`config.mk`:
```
export PLATFORM = sky130hd
export DESIGN_NAME = mul_seq_ctrl_flat
export DESIGN_NICKNAME = d
export VERILOG_FILES = /design/src/rtl/mul_seq_ctrl_if.sv /design/src/rtl/mul_seq_ctrl.sv /design/src/flat_wrapper.sv
export SDC_FILE = /design/constraint.sdc
export NUM_CORES = 1
export LEC_CHECK = 0
export CAP_MARGIN = 10
export CORE_UTILIZATION = 60
export CTS_BUF_LIST = sky130_fd_sc_hd__clkbuf_4
export CTS_CLUSTER_DIAMETER = 150
export DETAILED_ROUTE_END_ITERATION = 10
export DONT_BUFFER_PORTS = 1
export GPL_TIMING_DRIVEN = 1
export MAX_ROUTING_LAYER = met4
export PLACE_DENSITY = 0.79
export SYNTH_ARGS = -nofsm -noshare
export SYNTH_HDL_FRONTEND = slang
export SYNTH_SLANG_ARGS = --single-unit
export TNS_END_PERCENT = 50
```
`constraint.sdc`:
```
create_clock -name clk -period 4.55 [get_ports clk]
set_input_delay 0.2275 -clock clk [delete_from_list [all_inputs] [get_ports clk]]
set_output_delay 0.2275 -clock clk [all_outputs]
set_load 0.01 [all_outputs]
```
`src/rtl/mul_seq_ctrl_if.sv`:
```
// Operand/product handshake bundle for the sequential multiplier.
// The master drives operands and takes the product; the slave is the multiply unit.
interface mul_seq_ctrl_if #(
    parameter int WIDTH = 32
);
    logic             in_valid;
    logic             in_ready;
    logic [WIDTH-1:0] a;
    logic [WIDTH-1:0] b;
    logic             abort;
    logic             out_valid;
    logic             out_ready;
    logic [WIDTH-1:0] product_lo;
    logic [WIDTH-1:0] product_hi;
    logic             busy;

    modport master (
        output in_valid, a, b, abort, out_ready,
        input  in_ready, out_valid, product_lo, product_hi, busy
    );

    modport slave (
        input  in_valid, a, b, abort, out_ready,
        output in_ready, out_valid, product_lo, product_hi, busy
    );
endinterface

```
`src/rtl/mul_seq_ctrl.sv`:
```
// Iterative shift-and-add multiplier: consumes STEP multiplier bits per cycle and
// accumulates shifted partial products into a 2*WIDTH result.
//
// state | meaning
// IDLE  | waiting for operands, in_ready high
// RUN   | accumulating partial products, one STEP-bit digit per cycle
// DONE  | product held on the outputs until the consumer takes it
module mul_seq_ctrl #(
    parameter int WIDTH      = 32,
    parameter int STEP       = 1,
    parameter int EARLY_EXIT = 0
) (
    input  logic             clk,
    input  logic             rst_n,
    mul_seq_ctrl_if.slave    bus
);
    localparam int             STEPS = WIDTH / STEP;
    localparam int             CW    = $clog2(STEPS + 1);
    localparam logic [CW-1:0]  LAST  = CW'(STEPS - 1);

    typedef enum logic [1:0] {IDLE, RUN, DONE} state_t;

    state_t             state;
    logic [WIDTH-1:0]   mcand;
    logic [WIDTH-1:0]   mplier;
    logic [WIDTH-1:0]   mplier_nxt;
    logic [2*WIDTH-1:0] acc;
    logic [2*WIDTH-1:0] acc_nxt;
    logic [2*WIDTH-1:0] addend;
    logic [CW-1:0]      cnt;
    logic               finish;

    // Partial product is formed at full 2*WIDTH so the shift never truncates.
    always_comb begin
        addend     = ({{(2*WIDTH-STEP){1'b0}}, mplier[STEP-1:0]} * {{WIDTH{1'b0}}, mcand})
                     << (int'(cnt) * STEP);
        acc_nxt    = acc + addend;
        mplier_nxt = mplier >> STEP;
        finish     = (cnt == LAST) || ((EARLY_EXIT != 0) && (mplier_nxt == '0));
    end

    always_ff @(posedge clk or negedge rst_n) begin
        if (!rst_n) begin
            state          <= IDLE;
            bus.in_ready   <= 1'b1;
            bus.out_valid  <= 1'b0;
            bus.busy       <= 1'b0;
            bus.product_lo <= '0;
            bus.product_hi <= '0;
            mcand          <= '0;
            mplier         <= '0;
            acc            <= '0;
            cnt            <= '0;
        end else if (bus.abort && (state != IDLE)) begin
            // Result is dropped; product registers keep the previous value.
            state         <= IDLE;
            bus.in_ready  <= 1'b1;
            bus.out_valid <= 1'b0;
            bus.busy      <= 1'b0;
        end else begin
            case (state)
                IDLE: begin
                    if (bus.in_valid) begin
                        mcand        <= bus.a;
                        mplier       <= bus.b;
                        acc          <= '0;
                        cnt          <= '0;
                        state        <= RUN;
                        bus.in_ready <= 1'b0;
                        bus.busy     <= 1'b1;
                    end
                end
                RUN: begin
                    acc    <= acc_nxt;
                    mplier <= mplier_nxt;
                    cnt    <= cnt + 1'b1;
                    if (finish) begin
                        state          <= DONE;
                        bus.out_valid  <= 1'b1;
                        bus.product_lo <= acc_nxt[WIDTH-1:0];
                        bus.product_hi <= acc_nxt[2*WIDTH-1:WIDTH];
                    end
                end
                DONE: begin
                    if (bus.out_ready) begin
                        state         <= IDLE;
                        bus.out_valid <= 1'b0;
                        bus.busy      <= 1'b0;
                        bus.in_ready  <= 1'b1;
                    end
                end
                default: state <= IDLE;
            endcase
        end
    end
endmodule

```
`src/flat_wrapper.sv`:
```
// flat-port wrapper written by rule: the top's interface ports become plain ports
module mul_seq_ctrl_flat 
#(
    parameter int WIDTH      = 32,
    parameter int STEP       = 1,
    parameter int EARLY_EXIT = 0
)
  (clk, rst_n, bus_in_valid, bus_a, bus_b, bus_abort, bus_out_ready, bus_in_ready, bus_out_valid, bus_product_lo, bus_product_hi, bus_busy);
  mul_seq_ctrl_if #(.WIDTH(WIDTH)) bus_i ();
  input  logic clk;
  input  logic rst_n;
  input wire logic [$bits(bus_i.in_valid)-1:0] bus_in_valid;
  input wire logic [$bits(bus_i.a)-1:0] bus_a;
  input wire logic [$bits(bus_i.b)-1:0] bus_b;
  input wire logic [$bits(bus_i.abort)-1:0] bus_abort;
  input wire logic [$bits(bus_i.out_ready)-1:0] bus_out_ready;
  output wire logic [$bits(bus_i.in_ready)-1:0] bus_in_ready;
  output wire logic [$bits(bus_i.out_valid)-1:0] bus_out_valid;
  output wire logic [$bits(bus_i.product_lo)-1:0] bus_product_lo;
  output wire logic [$bits(bus_i.product_hi)-1:0] bus_product_hi;
  output wire logic [$bits(bus_i.busy)-1:0] bus_busy;
  assign bus_i.in_valid = bus_in_valid;
  assign bus_i.a = bus_a;
  assign bus_i.b = bus_b;
  assign bus_i.abort = bus_abort;
  assign bus_i.out_ready = bus_out_ready;
  assign bus_in_ready = bus_i.in_ready;
  assign bus_out_valid = bus_i.out_valid;
  assign bus_product_lo = bus_i.product_lo;
  assign bus_product_hi = bus_i.product_hi;
  assign bus_busy = bus_i.busy;
  mul_seq_ctrl #(.WIDTH(WIDTH), .STEP(STEP), .EARLY_EXIT(EARLY_EXIT)) u_core (.clk(clk), .rst_n(rst_n), .bus(bus_i));
endmodule
```
==> results of run 1 <==
state kept, by name, indices dropped and copies added, names as in the netlist:
signal / flops
u_core.acc: 64
u_core.bus.busy: 1
u_core.bus.in_ready: 1
u_core.bus.out_valid: 1
u_core.bus.product_hi: 32
u_core.bus.product_lo: 32
u_core.cnt: 6
u_core.mcand: 32
u_core.mplier: 32
u_core.state: 2
worst max-delay path, stage by stage (launching register included):
cell and delay, ns:
dfrtp_2 0.47, buf_6 0.13, buf_6 0.11, mux4_2 0.53, nand3_1 0.24, o21ai_1 0.17, buf_4 0.18, nor2_2 0.13
nor2_2 0.06, a32oi_1 0.17, o22ai_1 0.13, buf_4 0.17, ha_1 0.32, a21o_1 0.17, a221o_1 0.40, a21oi_2 0.19
o221a_2 0.21, o21ai_2 0.06, buf_6 0.15, a31oi_2 0.30, a211oi_1 0.11, a211oi_1 0.26
area by class of cell:
cell class | instances | area [um2] | area share (%)
multi-input combinational | 1142 | 9200 | 49.3
clock buffer | 69 | 518 | 2.78
clock inverter | 23 | 135 | 0.725
tap | 285 | 357 | 1.91
antenna | 2 | 5.00 | 0.0269
sequential | 203 | 5080 | 27.3
timing repair buffer | 388 | 3230 | 17.4
inverter | 30 | 113 | 0.604
per-layer routing:
layer / GRT usage, % / routed length (um) / up-vias
met1: 49.6 / 19300 / 6886
met5: - / 0 / -
met3: 6.49 / 4380 / 278
met4: 15.2 / 3060 / 0
li1: - / - / 6091
met2: 66.0 / 24400 / 966
power by group through the flow:
stage	clock network, W	logic [W]	registers, W
5_1_grt	0.00172	0.00752	0.00275
4_1_cts	0.00160	0.00596	0.00259
3_5_place_dp	0	0.00557	0.00261
3_3_place_gp	0	0.00543	0.00259
2_1_floorplan	0	0.00325	0.00248
6_report	0.00162	0.00717	0.00276
placed cells by master, fill, tap and decap left out, types with 12 or more instances in the layout:
| cell type | instances |
|---|---|
| a22o_1 | 66 |
| o22ai_1 | 13 |
| a21oi_2 | 25 |
| clkinv_1 | 14 |
| nand4_1 | 24 |
| dlygate4sd3_1 | 69 |
| nor2_1 | 67 |
| a21o_1 | 30 |
| clkbuf_4 | 69 |
| o21bai_1 | 12 |
| mux2_2 | 94 |
| nand3_1 | 22 |
| ha_1 | 55 |
| inv_1 | 27 |
| xor2_1 | 22 |
| dfrtp_1 | 201 |
| o21ai_0 | 86 |
| buf_4 | 300 |
| nand2_1 | 163 |
| a21oi_1 | 72 |
| and2_1 | 17 |
| xnor2_1 | 38 |
| mux2i_2 | 12 |
| mux2i_1 | 54 |
| o21ai_2 | 24 |
| o21ai_1 | 28 |
stage by stage:
| stage | TNS [ns] | instance area [um2] | instances | worst slack (ns) |
|---|---|---|---|---|
| 2_1_floorplan | 0 | 13800 | 1475 | 0.0124 |
| 3_3_place_gp | -5.30 | 15900 | 1939 | -0.300 |
| 3_5_place_dp | -6.68 | 15900 | 1939 | -0.316 |
| 4_1_cts | -0.308 | 17700 | 2116 | -0.0689 |
| 5_1_grt | -12.73 | 18600 | 2142 | -0.394 |
| 6_report | -4.71 | 18600 | 2142 | -0.231 |
what timing repair did:
action | 4_1_cts | 5_1_grt
gates cloned | 1 | 0
setup buffers | 15 | 24
setup endpoints to repair | 50 | 77
resized for setup | 81 | 184
endpoints found under the hold margin | 277 | 203
pin swaps | 24 | 31
cell families after synthesis:
family,Yosys count
AOI/OAI and AO/OA,448
and+or+nand+nor,377
DFF,203
muxes,182
buffers and inverters,130
adders and majority gates,69
xor gates and xnor gates,66
path summary, 6_finish.rpt:
kind	to	cells after the start	start	slack [ns]
min in group clk	u_core.acc[2]	4	bus_in_valid	0.17
min reg2reg	u_core.acc[2]	2	u_core.acc[2]	0.51
max reg2reg	u_core.acc[62]	21	u_core.cnt[0]	-0.23
min	u_core.mplier[3]	0	rst_n	-0.80
max	u_core.acc[62]	21	u_core.cnt[0]	-0.23
max in group asynchronous	u_core.cnt[0]	0	rst_n	4.95
==> results.md, run 1 <==
* Status: finished with violations
* Failing checks: hold timing, setup timing
* Cell-internal power at 0.00639 W
* NumNets Final at 1,953
* DR DRC count at 0
* Syn nets at 1,613
* Initial antenna violation count at 2
* Final worst slack at -0.231 ns
* Num rows at 55
* Die Height at 153 um
* First drt pass iteration count at 6
* Root Driver: clkbuf_4
* Synth Warn # at 0
* Count leader, synth: dfrtp_1
* Worst Path Required at 5.14 ns
* Drt total wl at 51,200 um
* CORE AREA at 22,600 um2
* Die area at 23,500 um2
* Max Clock Freq at 209 MHz
* Largest family of logic cells by synthesized area: compound AO/OA/AOI/OAI gates
* Post-synthesis compound-gate area fraction at 21.3%
* Ports at 136
* Register area share after synthesis at 37.0%
* Startpoint Class: flop
* Post-synthesis mux area share at 15.0%
* Post-DRT Antenna Nets at 0
* Max H-tree Level at 2
* Cells after Synth at 1,475
* Endpoints failing setup at 53
* Final HPWL DP at 30,100 um
* Core Util, Final at 82.6%
* Via count at 14,200
* Sw frac at 44.6%
* Clk pwr share at 14.1%
* Cts hold-fix bufs at 69
* Global-route wire length before repair at 72,700 um
* Net Sw Power at 0.00515 W
* Largest net degree at the start of global routing at 204
* Final hold slack at -0.799 ns
* Area growth, synth to finish at 35.6%
* Hold crit path type: in -> async
* Clock Skew at 0.0843 ns
* Clock Path Buffers at 3
* Sink Count at 203
* PD cells at 619 nW/um2
* Sequential power share at 23.9%
* Fillers at 1,267
* Die Width at 153 um
* Tot Pwr at 0.0115 W
* Post-synth top cells: dfrtp_1, nand2_1, o21ai_0, mux2_2, a21oi_1
* Leading area contributor after synthesis: dfrtp_1
* Share of layout cells above drive strength 1 at 37.7%
* Critical path class: reg -> reg
* Static leakage at 8.80 nW
* Asr flop ratio synth at 100%
* I/O Buffers at 0
* Number of distinct library cells after synthesis at 76
* Syn Std Cell Area at 13,700 um2
* Synth top area share at 36.8%
* Initial drt markers at 1,615
* Avg Inst Size Synth at 9.32 um2
* Synth Area in Adders at 6.33%
* Main synth FF type: dfrtp_1
* Combinational Power Share at 62.1%
* Critical path peak fanout at 5
* Seq cells post-synth at 203
* Starting Density at 60.9%
* Slew Limit Fails at 0
* Clock insertion delay at the later pin of the skew report at 0.73 ns
* RSZ-0062 raised after global routing: yes
* Routed WL per cell at 23.9 um
* GPL Wtd Cong at 1.03
* Slew headroom at 21.4%
* CP Data Arrival Time at 5.37 ns
* Worst slew pin tran at 1.17 ns
* Post-synthesis simple-gate area fraction at 12.6%
* TritonCTS clock tree: built
* Fin crit share at 105%
* Max-cap violations at 0
* Total CTS buffers at 50
* Fin crit period at 4.78 ns
* Peak VDD IR at 0.478 mV
* Post-Synth XOR/XNOR Area at 4.20%
* Critical Path End Type: flop
* Vias in the first global route at 13,600
* Congestion Overflow GR at 0
* Total track usage at 40.1%
* Post-synth EDFFs at 0
* Clock transition at path regs at 0.08 ns
* Vias per cell at 6.64
* Final hold vios at 203
* Area contributors post-synth: dfrtp_1, mux2_2, ha_1
No activity file was read; power rests on OpenSTA's default activity.
==> run 2: changes to the inputs <==
Settings changed: PLACE_DENSITY 0.79 to 0.76, TNS_END_PERCENT 50 to 1.
Clock period 4.55 ns to 6.1 ns, I/O delays scaled along.
==> run 2 against run 1 <==
The flow now finishes without violations. Via count is 18% lower. Core utilization is 15 points lower. Register-to-register slack better by 0.64 ns. Cell count is 14% lower. Critical path depth is 1 lower. Die area stayed put. Critical path type unchanged.
==> results.md, run 2 (synthesis gave the netlist of run 1 again) <==
* Status: finished, final reports clean
* Critical path peak fanout at 41
* Vias in the first global route at 11,500
* Fillers at 1,798
* Net Sw Power at 0.00291 W
* Initial drt markers at 860
* Post-DRT Antenna Nets at 0
* Worst slew pin tran at 1.11 ns
* Combinational Power Share at 50.6%
* Clock Skew at 0.0829 ns
* Largest register by flop count: u_core.acc
* CORE AREA at 22,600 um2
* Slew Limit Fails at 0
* Max-cap violations at 0
* RSZ-0062 raised after global routing: no
* First drt pass iteration count at 8
* Peak VDD IR at 0.277 mV
* Die Height at 153 um
* Critical path class: reg -> reg
* Startpoint Class: flop
* Fin crit share at 93.3%
* Placed insts at 1,678
* Clock insertion delay at the later pin of the skew report at 0.71 ns
* Die area at 23,500 um2
* Tot Pwr at 0.00638 W
* Sequential power share at 31.4%
* Final hold vios at 0
* Slew headroom at 26.0%
* Worst Path Required at 6.65 ns
* CP Data Arrival Time at 6.24 ns
* Max H-tree Level at 2
* Routed WL per cell at 20.6 um
* Global-route wire length before repair at 60,900 um
* Max Clock Freq at 176 MHz
* PD cells at 418 nW/um2
* Max reg flops at 64
* Critical Path End Type: flop
* Area growth, synth to finish at 10.9%
* Hold crit path type: in -> reg
* Starting Density at 60.9%
* Sink Count at 203
* Sw frac at 45.5%
* Total CTS buffers at 52
* Most frequent cells in the layout: dfrtp_1, nand2_1, o21ai_0, mux2_2, a21oi_1
* Endpoints failing setup at 0
* I/O Buffers at 0
* TritonCTS clock tree: built
* Fin crit period at 5.69 ns
* Drt total wl at 38,000 um
* Congestion Overflow GR at 0
* Final HPWL DP at 26,400 um
* Total track usage at 33.6%
* Ports at 136
* Clock transition at path regs at 0.07 ns
* Share of layout cells above drive strength 1 at 15.7%
* Clock Path Buffers at 3
* Static leakage at 7.18 nW
* DR DRC count at 0
* Root Driver: clkbuf_4
* Clk pwr share at 18.0%
* Cell-internal power at 0.00348 W
* GPL Wtd Cong at 0.979
* Num rows at 55
* Initial antenna violation count at 1
* Largest net degree at the start of global routing at 204
* Vias per cell at 6.36
* Via count at 11,700
* Final std cells w/o fill at 1,840
* Die Width at 153 um
* Setup TNS at 0 ns
* Most common cell after layout, fill and taps aside: dfrtp_1
* Core Util, Final at 67.6%
* NumNets Final at 1,655
run 2: cell types whose count changed in the layout (fill, tap and decap cells not counted), sizes merged:
cell      change
buf         -300
inv           -2
bufinv        -1
clkbuf        +6
diode         -1
clkinv        -6
clkinvlp      +2
run 2: critical path, stage by stage, from the launching register on:
cell and delay, ns:
dfrtp_4 0.71, and2_1 0.25, nor3_1 0.18, a21oi_1 0.08, and2_1 0.18, o21ai_0 0.63
mux2i_1 0.31, nand2_1 0.13, o21ai_0 0.19, and2_1 0.27, ha_1 0.39, a21oi_1 0.24
o21bai_1 0.13, a31o_2 0.29, o311a_1 0.16, or3_4 0.41, o21ai_2 0.23, o21ai_2 0.12
a221oi_2 0.29, xnor2_1 0.12, mux2_2 0.26
run 2: routing by layer:
metal	global-route usage [%]	share of wire [%]	up-vias
met3	5.50	6.3	89
li1	-	-	5507
met1	44.3	44	5658
met5	-	0	-
met4	11.4	3.3	0
met2	52.8	46	442
run 2: final timing paths:
path | slack (ns) | startpoint | depth (start not counted) | to
min | 0.04 | bus_abort | 4 | u_core.cnt[1]
max in group asynchronous | 4.83 | rst_n | 2 | u_core.cnt[0]
max reg2reg | 0.41 | u_core.cnt[0] | 20 | u_core.bus.product_hi[20]
min in group asynchronous | 0.40 | rst_n | 2 | u_core.acc[17]
min reg2reg | 0.49 | u_core.mplier[25] | 2 | u_core.mplier[25]
max | 0.41 | u_core.cnt[0] | 20 | u_core.bus.product_hi[20]
run 2: power groups by stage:
stage / combinational, W / sequential, W / clock, W
after floorplan: 0.00241 / 0.00185 / 0
after global placement: 0.00304 / 0.00199 / 0
after detailed placement: 0.00309 / 0.00200 / 0
after CTS: 0.00316 / 0.00198 / 0.00116
after global routing: 0.00352 / 0.00204 / 0.00124
final: 0.00323 / 0.00200 / 0.00115
run 2: what timing repair did:
action | in CTS | in global routing
endpoints found under the setup margin | 0 | 6
hold endpoints to repair | 276 | 0
gates resized for setup | 0 | 1
setup buffers | 0 | 0
hold buffers | 70 | 0
run 2: area by class of cell:
cell class,instances,area [um2],share of cell area (%)
Antenna cell,1,2.50,0.0164
Tap cell,285,357,2.34
Sequential cell,203,5080,33.3
Multi-Input combinational cell,1142,8190,53.7
Clock buffer,75,563,3.69
Clock inverter,16,77.6,0.509
Inverter,30,113,0.738
Timing Repair Buffer,88,866,5.68
run 2: through the flow:
step | cell area, um2 | hold slack, ns | worst slack (ns)
floorplan | 13700 | 0.00941 | 1.29
global placement | 13900 | 0.0156 | 0.368
detailed placement | 13900 | 0.0156 | 0.312
CTS | 15200 | 0.0103 | 0.298
global route | 15200 | 0.105 | 0.0962
finish | 15200 | 0.0396 | 0.410
